[src/rtl/clkdiv_gen_if.sv]
// Configuration write channel for clkdiv_gen.
// The master drives the write fields; the slave returns cfg_ready.
interface clkdiv_gen_if #(
    parameter int DIV_W = 8
) ();
    logic             cfg_valid;
    logic             cfg_ready;
    logic [2:0]       cfg_ch;
    logic [DIV_W-1:0] cfg_div;
    logic [DIV_W-1:0] cfg_phase;
    logic             cfg_en;

    modport master (
        output cfg_valid, cfg_ch, cfg_div, cfg_phase, cfg_en,
        input  cfg_ready
    );
    modport slave (
        input  cfg_valid, cfg_ch, cfg_div, cfg_phase, cfg_en,
        output cfg_ready
    );
endinterface

[src/rtl/clkdiv_gen.sv]
// Multi-channel programmable clock divider with phase offsets,
// realignment on sync/config, and an extlock indicator.
module clkdiv_gen #(
    parameter int NCH         = 4,
    parameter int DIV_W       = 8,
    parameter int DEF_DIV     = 2,
    parameter int LOCK_CYCLES = 16
) (
    input  logic           refclk,
    input  logic           reset_n,
    clkdiv_gen_if.slave    cfg,
    input  logic           sync,
    output logic [NCH-1:0] clk_out,
    output logic [NCH-1:0] clk_en,
    output logic           extlock
);
    typedef enum logic [1:0] {
        S_RESET, S_ALIGN, S_SETTLE, S_LOCKED
    } state_t;

    localparam int              SC_W    = $clog2(LOCK_CYCLES + 1);
    localparam logic [SC_W-1:0] SC_LAST = SC_W'(LOCK_CYCLES - 1);
    localparam logic [3:0]      NCH_L   = 4'(NCH);
    localparam logic [DIV_W-1:0] ONE    = DIV_W'(1);
    localparam logic [DIV_W-1:0] TWO    = DIV_W'(2);
    localparam logic [DIV_W-1:0] DEF_D  = DIV_W'(DEF_DIV);

    state_t           state;
    logic [SC_W-1:0]  scnt;
    logic             acc;
    logic             hit;
    logic             realign;
    logic [DIV_W-1:0] eff_div;
    logic [DIV_W-1:0] eff_ph;

    logic [DIV_W-1:0] sh_div [NCH];
    logic [DIV_W-1:0] sh_ph  [NCH];
    logic [NCH-1:0]   sh_en;
    logic [DIV_W-1:0] div    [NCH];
    logic [NCH-1:0]   en;
    logic [DIV_W-1:0] cnt    [NCH];
    logic [DIV_W-1:0] aln    [NCH];
    logic [DIV_W-1:0] nxt    [NCH];
    logic [DIV_W-1:0] h_sh   [NCH];
    logic [DIV_W-1:0] h_run  [NCH];

    assign acc     = cfg.cfg_valid & cfg.cfg_ready;
    assign hit     = acc & ({1'b0, cfg.cfg_ch} < NCH_L);
    assign realign = sync | hit;
    assign eff_div = (cfg.cfg_div < TWO) ? TWO : cfg.cfg_div;
    assign eff_ph  = (cfg.cfg_phase < eff_div) ? cfg.cfg_phase : '0;

    // High time is ceil(D/2): odd divisors get the extra high cycle
    always_comb begin
        for (int i = 0; i < NCH; i++) begin
            aln[i]   = (sh_ph[i] == '0) ? '0 : sh_div[i] - sh_ph[i];
            h_sh[i]  = (sh_div[i] >> 1)
                     + {{(DIV_W-1){1'b0}}, sh_div[i][0]};
            nxt[i]   = (cnt[i] == div[i] - ONE) ? '0 : cnt[i] + ONE;
            h_run[i] = (div[i] >> 1)
                     + {{(DIV_W-1){1'b0}}, div[i][0]};
        end
    end

    always_ff @(posedge refclk or negedge reset_n) begin
        if (!reset_n) begin
            state         <= S_RESET;
            scnt          <= '0;
            extlock       <= 1'b0;
            cfg.cfg_ready <= 1'b0;
        end else begin
            unique case (state)
                S_RESET: begin
                    state <= S_ALIGN;
                end
                S_ALIGN: begin
                    state         <= S_SETTLE;
                    scnt          <= '0;
                    cfg.cfg_ready <= 1'b1;
                end
                S_SETTLE, S_LOCKED: begin
                    if (realign) begin
                        state         <= S_ALIGN;
                        scnt          <= '0;
                        extlock       <= 1'b0;
                        cfg.cfg_ready <= 1'b0;
                    end else if (state == S_SETTLE) begin
                        if (scnt == SC_LAST) begin
                            state   <= S_LOCKED;
                            extlock <= 1'b1;
                        end else begin
                            scnt <= scnt + 1'b1;
                        end
                    end
                end
            endcase
        end
    end

    // Shadow regs load on accepted writes; live regs copy them at ALIGN
    always_ff @(posedge refclk or negedge reset_n) begin
        if (!reset_n) begin
            for (int i = 0; i < NCH; i++) begin
                sh_div[i] <= DEF_D;
                sh_ph[i]  <= '0;
                div[i]    <= DEF_D;
                cnt[i]    <= '0;
            end
            sh_en   <= '1;
            en      <= '1;
            clk_out <= '0;
            clk_en  <= '0;
        end else begin
            for (int i = 0; i < NCH; i++) begin
                if (hit && (cfg.cfg_ch == 3'(i))) begin
                    sh_div[i] <= eff_div;
                    sh_ph[i]  <= eff_ph;
                    sh_en[i]  <= cfg.cfg_en;
                end
                if (state == S_ALIGN) begin
                    div[i]     <= sh_div[i];
                    en[i]      <= sh_en[i];
                    cnt[i]     <= sh_en[i] ? aln[i] : '0;
                    clk_out[i] <= sh_en[i] & (aln[i] < h_sh[i]);
                    clk_en[i]  <= sh_en[i] & (aln[i] == '0);
                end else if (state != S_RESET) begin
                    if (en[i]) begin
                        cnt[i]     <= nxt[i];
                        clk_out[i] <= nxt[i] < h_run[i];
                        clk_en[i]  <= nxt[i] == '0;
                    end else begin
                        cnt[i]     <= '0;
                        clk_out[i] <= 1'b0;
                        clk_en[i]  <= 1'b0;
                    end
                end
            end
        end
    end
endmodule

[src/flat_wrapper.sv]
// flat-port wrapper written by rule: the top's interface ports become plain ports
module clkdiv_gen_flat 
#(
    parameter int NCH         = 4,
    parameter int DIV_W       = 8,
    parameter int DEF_DIV     = 2,
    parameter int LOCK_CYCLES = 16
)
  (refclk, reset_n, sync, clk_out, clk_en, extlock, cfg_cfg_valid, cfg_cfg_ch, cfg_cfg_div, cfg_cfg_phase, cfg_cfg_en, cfg_cfg_ready);
  clkdiv_gen_if #(.DIV_W(DIV_W)) cfg_i ();
  input  logic refclk;
  input  logic reset_n;
  input  logic sync;
  output logic [NCH-1:0] clk_out;
  output logic [NCH-1:0] clk_en;
  output logic extlock;
  input wire logic [$bits(cfg_i.cfg_valid)-1:0] cfg_cfg_valid;
  input wire logic [$bits(cfg_i.cfg_ch)-1:0] cfg_cfg_ch;
  input wire logic [$bits(cfg_i.cfg_div)-1:0] cfg_cfg_div;
  input wire logic [$bits(cfg_i.cfg_phase)-1:0] cfg_cfg_phase;
  input wire logic [$bits(cfg_i.cfg_en)-1:0] cfg_cfg_en;
  output wire logic [$bits(cfg_i.cfg_ready)-1:0] cfg_cfg_ready;
  assign cfg_i.cfg_valid = cfg_cfg_valid;
  assign cfg_i.cfg_ch = cfg_cfg_ch;
  assign cfg_i.cfg_div = cfg_cfg_div;
  assign cfg_i.cfg_phase = cfg_cfg_phase;
  assign cfg_i.cfg_en = cfg_cfg_en;
  assign cfg_cfg_ready = cfg_i.cfg_ready;
  clkdiv_gen #(.NCH(NCH), .DIV_W(DIV_W), .DEF_DIV(DEF_DIV), .LOCK_CYCLES(LOCK_CYCLES)) u_core (.refclk(refclk), .reset_n(reset_n), .cfg(cfg_i), .sync(sync), .clk_out(clk_out), .clk_en(clk_en), .extlock(extlock));
endmodule
[config.mk]
export PLATFORM = sky130hd
export DESIGN_NAME = clkdiv_gen_flat
export DESIGN_NICKNAME = d
export VERILOG_FILES = /design/src/rtl/clkdiv_gen_if.sv /design/src/rtl/clkdiv_gen.sv /design/src/flat_wrapper.sv
export SDC_FILE = /design/constraint.sdc
export NUM_CORES = 1
export LEC_CHECK = 0
export BUFFER_PORTS_ARGS = -buffer_cell sky130_fd_sc_hd__buf_4
export CAP_MARGIN = 10
export CORE_AREA = 2 2 203 205
export DETAILED_ROUTE_END_ITERATION = 7
export DIE_AREA = 0 0 205 207
export PLACE_DENSITY = 0.55
export SETUP_SLACK_MARGIN = 0.4
export SLEW_MARGIN = 40
export SYNTH_ARGS = -nofsm -noshare
export SYNTH_HDL_FRONTEND = slang
export SYNTH_SLANG_ARGS = --single-unit
[constraint.sdc]
create_clock -name refclk -period 5.3 [get_ports refclk]
set_input_delay 0.53 -clock refclk [delete_from_list [all_inputs] [get_ports refclk]]
set_output_delay 0.53 -clock refclk [all_outputs]
set_load 0.02 [all_outputs]
Yosys cells after proc, flatten, opt, wreduce, memory -nomap -nowiden

Index checks and enable logic that the tools add are counted.

Add/subtract/negate cells: 21
Eq/ne operators: 15
Reductions and logical operators: 28
$lt $le $gt $ge: 11
Mux-type cells: 63
Bitwise operators: 11

Operator list:

| cell                                                                     | count |
|---|---|
| 8-bit 2-to-1 mux                                                         | 26 |
| 8-bit logical NOT                                                        | 12 |
| 8-bit < comparator                                                       | 9 |
| 7-bit by 1-bit adder with 8-bit output                                   | 8 |
| 8-bit by 1-bit adder with 8-bit output (second input constant)           | 4 |
| 8-bit == test                                                            | 4 |
| 8-bit by 1-bit subtractor with 8-bit output (second input constant)      | 4 |
| 8-bit subtractor                                                         | 4 |
| 1-bit 2-to-1 mux                                                         | 28 |
| 5-bit 2-to-1 mux                                                         | 3 |
| 1-bit AND                                                                | 10 |
| 5-bit one-hot mux with 2 select lines                                    | 1 |
| 2-bit nonzero test                                                       | 5 |
| 8-bit by 2-bit < comparator with 1-bit output (second input constant)    | 1 |
| 3-bit by 2-bit == test with 1-bit output (second input constant)         | 2 |
| 2-bit 2-to-1 mux                                                         | 3 |
| 3-bit by 1-bit inequality test with 1-bit output (second input constant) | 2 |
| 2-bit one-hot mux with 3 select lines                                    | 1 |
| 3-bit AND reduction                                                      | 2 |
| 5-bit by 1-bit adder with 5-bit output (second input constant)           | 1 |
| 5-bit by 4-bit == test with 1-bit output (second input constant)         | 1 |
| 2-bit == test (second input constant)                                    | 2 |
| 1-bit logical AND                                                        | 4 |
| 2-bit AND reduction                                                      | 2 |
| other kinds (10)                                                         | 10 |

Bits of input ports: 24
Word-level logic and storage cells: 176
Output and inout bits: 10
Register bits: 153

Depth between registers and ports, before layout

Depth in word-level cells: 7
Mapped depth: 16
Depth with buffers taken out: 15

Worst setup path before layout

No wires, ideal clock.

Path kind: reg2reg
Start: reg u_core.div[18] (netlist bit)
End: reg u_core.clk_out[1]
Clock period less this slack: 3.313 ns
Required time: 5.176 ns
Slack: 1.987 ns
Data arrival time: 3.189 ns
Stages on the path, launching flop included: 15
Buffers on the path: 2
Library setup time: 0.124 ns
Cell sequence: dfrtp_1 > buf_6 > or3_4 > or4_4 > a2111oi_4 > o2111a_2 > buf_6 > and2b_1 > ha_1 > nor2b_1 > o21a_1 > o21ai_0 > o311ai_1 > a21oi_1 > a211o_1

Longest elaborated chain between the ends: 7
Elaborated cells between the ends (all ways): 8
Classes of those cells: 2 x add/sub; 1 x order compare; 1 x eq/ne; 4 x mux

Ends and longest elaborated chain:

| item                                        | RTL line          | source |
|---|---|---|
| from (decl)                                 | clkdiv_gen.sv:39  | `logic [DIV_W-1:0] div [NCH];` |
| from (signal, indexed assignment)           | clkdiv_gen.sv:121 | `div[i] <= sh_div[i];` |
| 8-bit by 1-bit subtractor with 8-bit output | clkdiv_gen.sv:59  | `nxt[i] = (cnt[i] == div[i] - ONE) ? '0 : cnt[i] + ONE;` |
| 8-bit == test                               | clkdiv_gen.sv:59  |  |
| 8-bit 2-to-1 mux                            | clkdiv_gen.sv:59  |  |
| 8-bit < comparator *                        | clkdiv_gen.sv:129 | `clk_out[i] <= nxt[i] < h_run[i];` |
| 1-bit 2-to-1 mux *                          | clkdiv_gen.sv:127 | `if (en[i]) begin` |
| 1-bit 2-to-1 mux *                          | clkdiv_gen.sv:126 | `end else if (state != S_RESET) begin` |
| 1-bit 2-to-1 mux *                          | clkdiv_gen.sv:120 | `if (state == S_ALIGN) begin` |
| to (signal, indexed assignment)             | clkdiv_gen.sv:124 | `clk_out[i] <= sh_en[i] & (aln[i] < h_sh[i]);` |
| to (signal, indexed assignment)             | clkdiv_gen.sv:129 |  |
| to (decl)                                   | clkdiv_gen.sv:13  | `output logic [NCH-1:0] clk_out,` |

Every way passes the cells marked *; elsewhere a longest branch is shown, timed or not. The select of a mux whose other input is x is not followed.
A chain may end at the register's enable or synchronous reset.

Worst setup path in the final report

Start: reg u_core.sh_div[25] (netlist bit)
End: reg u_core.clk_out[0]

Longest elaborated chain between the ends: 5
Elaborated cells between the ends (all ways): 6
Classes of those cells: 2 x add/sub; 1 x order compare; 2 x mux; 1 x bitwise

Ends and longest elaborated chain:

| item                              | RTL line          | source |
|---|---|---|
| from (decl)                       | clkdiv_gen.sv:36  | `logic [DIV_W-1:0] sh_div [NCH];` |
| from (signal, indexed assignment) | clkdiv_gen.sv:116 | `sh_div[i] <= eff_div;` |
| 8-bit subtractor                  | clkdiv_gen.sv:56  | `aln[i] = (sh_ph[i] == '0) ? '0 : sh_div[i] - sh_ph[i];` |
| 8-bit 2-to-1 mux                  | clkdiv_gen.sv:56  |  |
| 8-bit < comparator *              | clkdiv_gen.sv:124 |  |
| 1-bit AND *                       | clkdiv_gen.sv:124 |  |
| 1-bit 2-to-1 mux *                | clkdiv_gen.sv:120 |  |

Every way passes the cells marked *; elsewhere a longest branch is shown, timed or not.

==> impl_metrics.env <==
export IMPL_outcome="finished, final reports clean"
export IMPL_die_area_mm2=0.0424
export IMPL_final_hold_violation_count=0
export IMPL_cts_setup_buffers=0
export IMPL_critPathBufInv=0
export IMPL_grt_overflow=0
export IMPL_place_congestion=0.858
export IMPL_max_freq_mhz=271
export IMPL_cts_tree="built"
export IMPL_clk_pin_slew_ns=0.06
export IMPL_synth_ff_type="dfrtp_1"
export IMPL_seq_power_share_pct=26.6
export IMPL_place_area_mm2=0.0127
export IMPL_numPortBuffers=33
export IMPL_grt_max_degree=56
export IMPL_core_area_mm2=0.0404
export IMPL_maxCapViolCount=0
export IMPL_worstSetupStartpointType="register"
export IMPL_cts_buffer_depth=2
export IMPL_ys_seq_area_share_pct=32.2
export IMPL_area_delta_synth_final_pct=11.5
export IMPL_cp_slowest_stage_delay_ns=0.60
export IMPL_fp_dieH_um=207
export IMPL_vias=10033
export IMPL_rrSetupSlack_ns=1.60
export IMPL_fin_crit_sh_pct=69.7
export IMPL_synth_edf_count=0
export IMPL_maxSlewHeadroom_pct=47.5
export IMPL_numCtsBuffers=17
export IMPL_worstPathCellList="ha_1 -> nor2b_1 -> o31a_1 -> o31ai_1 -> a21oi_1 -> xnor2_1 -> nor2_1 -> ha_1 -> and4_1 -> a2111oi_0 -> a21oi_1 -> o22ai_1"
export IMPL_antenna_cells=0
export IMPL_final_common_cell="nand2_1"
export IMPL_cp_end_kind="register"
export IMPL_cts_hold_fix_buffers=0
export IMPL_wl_um=31800
export IMPL_crit_fanout=5
export IMPL_synth_area_mm2=0.0120
export IMPL_slowest_stage="a2111oi_0"
export IMPL_leakage_uw=0.00591
export IMPL_syn_inst=1409
export IMPL_setup_viol=0
export IMPL_row_count=74
export IMPL_ctsRootBufferMaster="clkbuf_16"
export IMPL_synth_cell_types=89
export IMPL_required_ns=5.65
export IMPL_tightest_slew_ns=0.788
export IMPL_first_iter_violations=628
export IMPL_switching_share_pct=47.9
export IMPL_ioPinCount=34
export IMPL_tns_ns=0
export IMPL_htreeDepth=4
export IMPL_drive_gt1_share_pct=9.36
export IMPL_grtUsageTotal_pct=15.4
export IMPL_wire_per_inst_um=16.3
export IMPL_ys_ff_latch=153
export IMPL_final_nets=1543
export IMPL_antenna_found_initial=0
export IMPL_power_per_cell_area_mw_per_mm2=726
export IMPL_period_needed_ns=3.70
export IMPL_yosysWarnings=0
export IMPL_die_w_um=205
export IMPL_synth_top_area_share_pct=28.6
export IMPL_rsz0062_at_grt="no"
export IMPL_synthArstFlopShare_pct=100
export IMPL_grt_pass1_vias=10100
export IMPL_fin_util_pct=33.1
export IMPL_mostFrequentLayoutCells="nand2_1 (168), dfrtp_1 (137), ha_1 (117), nor2_1 (112), o21ai_0 (91)"
export IMPL_syn_area_per_cell_um2=8.50
export IMPL_fin_area_mm2=0.0134
export IMPL_power_switching_uw=4640
export IMPL_synth_net_count=1554
export IMPL_finalClockSkew_ns=0.0147
export IMPL_grt_pass1_wl_um=52900
export IMPL_clkSinkCount=153
export IMPL_worst_setup_path_type="reg2reg"
export IMPL_cts_resized_gates=0
export IMPL_initial_core_util_pct=29.7
export IMPL_fillers=4265
export IMPL_drt_first_pass_iters=5
export IMPL_max_vdd_ir_drop_uv=330
export IMPL_antenna_left=0
export IMPL_yosysTopAreaCell="dfrtp_1"
export IMPL_clock_latency_ns=0.43
export IMPL_min_path_type="in2async"
export IMPL_path_delay_family="compound AO/OA/AOI/OAI gates"
export IMPL_clkPwrFrac_pct=13.4
export IMPL_dp_hpwl_um=23700
export IMPL_internal_power_uw=5050
export IMPL_drcViolationCount=0
export IMPL_pwr_share_comb_pct=60.0
export IMPL_worst_ep_arrival_time_ns=4.05
export IMPL_synth_area_top_cells="dfrtp_1 (29%), ha_1 (12%), nand2_1 (5.3%)"
export IMPL_drv_slew=0
export IMPL_viasPerCell=5.16
synth_stat cells (13+ instances only):
| library cell | n |
|---|---|
| xnor2_1 | 67 |
| nand2_1 | 168 |
| clkbuf_1 | 59 |
| and3_1 | 16 |
| nand3_1 | 63 |
| a21oi_1 | 62 |
| xor2_1 | 55 |
| o21a_1 | 16 |
| or2_2 | 14 |
| nor2_1 | 114 |
| dfstp_2 | 16 |
| nor3_1 | 29 |
| dfrtp_1 | 137 |
| nand4_1 | 13 |
| ha_1 | 117 |
| a22o_1 | 37 |
| nor2b_1 | 22 |
| o21ai_0 | 91 |
| inv_1 | 82 |
registers in the layout (all words and copies together) (netlist names):
signal,cells
u_core.clk_out,4
u_core.clk_en,4
u_core.cnt,32
u_core.extlock,1
u_core.sh_ph,32
u_core.div,32
u_core.cfg.cfg_ready,1
u_core.sh_div,32
u_core.scnt,5
u_core.state,2
u_core.en,4
u_core.sh_en,4
cell families (layout without fill, tap and decap cells):
logic type / Yosys count / count (layout) / synth area share, %
xor+xnor: 122 / 122 / 8.93
mux: 7 / 7 / 0.627
flops: 153 / 153 / 32.2
simple gates: 526 / 526 / 21.7
buf+inv: 156 / 158 / 5.19
fa+ha+maj: 121 / 121 / 12.9
compound gates: 324 / 324 / 18.5
final cells by class:
| cell class | count | area, µm² | area share (%) |
|---|---|---|---|
| clock inverter | 13 | 168 | 1.26 |
| timing repair buffer | 44 | 362 | 2.71 |
| tap | 532 | 666 | 4.99 |
| clock buffer | 19 | 453 | 3.39 |
| sequential | 153 | 3850 | 28.8 |
| inverter | 82 | 308 | 2.31 |
| multi-input combinational | 1100 | 7550 | 56.5 |
power by group through the flow:
stage / Clock [µW] / Sequential [µW] / Combinational [µW]
floorplan: 0 / 2120 / 4710
global placement: 0 / 2580 / 5610
detailed placement: 0 / 2590 / 5730
CTS: 1330 / 2570 / 5790
global route: 1360 / 2680 / 6670
finish: 1300 / 2580 / 5810
per-stage QoR:
step | cells | setup WS [ns] | total power (µW) | hold WS, ns
6_report | 1943 | 1.60 | 9690 | 0.0531
5_1_grt | 1943 | 1.30 | 10700 | 0.0939
4_1_cts | 1940 | 1.68 | 9680 | 0.0700
3_5_place_dp | 1908 | 1.72 | 8330 | 0.493
3_3_place_gp | 1908 | 1.62 | 8190 | 0.496
2_1_floorplan | 1409 | 1.99 | 6830 | 0.234
metal layers:
| layer | vias to the layer above | GRT usage [%] | wire, µm |
|---|---|---|---|
| met5 | - | 0 | 0 |
| met1 | 4795 | 21.3 | 15500 |
| met2 | 208 | 24.7 | 14600 |
| met4 | 0 | 4.56 | 569 |
| met3 | 31 | 2.27 | 1090 |
| li1 | 4999 | - | - |
final timing paths:
check                                   from           endpoint  cells past startpoint
min in group refclk         cfg_cfg_phase[0]    u_core.sh_ph[8]                      2
min reg2reg                u_core.clk_out[2]  u_core.clk_out[2]                      1
max in group asynchronous            reset_n      u_core.cnt[7]                      2
max reg2reg                u_core.sh_div[25]  u_core.clk_out[0]                     12
max                        u_core.sh_div[25]  u_core.clk_out[0]                     12
min                                  reset_n     u_core.div[29]                      1
worst register-to-register path, stage by stage, from the launching register on:
cell	delay (ns)
dfstp_2	0.59
ha_1	0.24
nor2b_1	0.14
o31a_1	0.27
o31ai_1	0.31
a21oi_1	0.13
xnor2_1	0.36
nor2_1	0.09
ha_1	0.35
and4_1	0.20
a2111oi_0	0.60
a21oi_1	0.18
o22ai_1	0.17
Power figures use the tool's default switching activity.
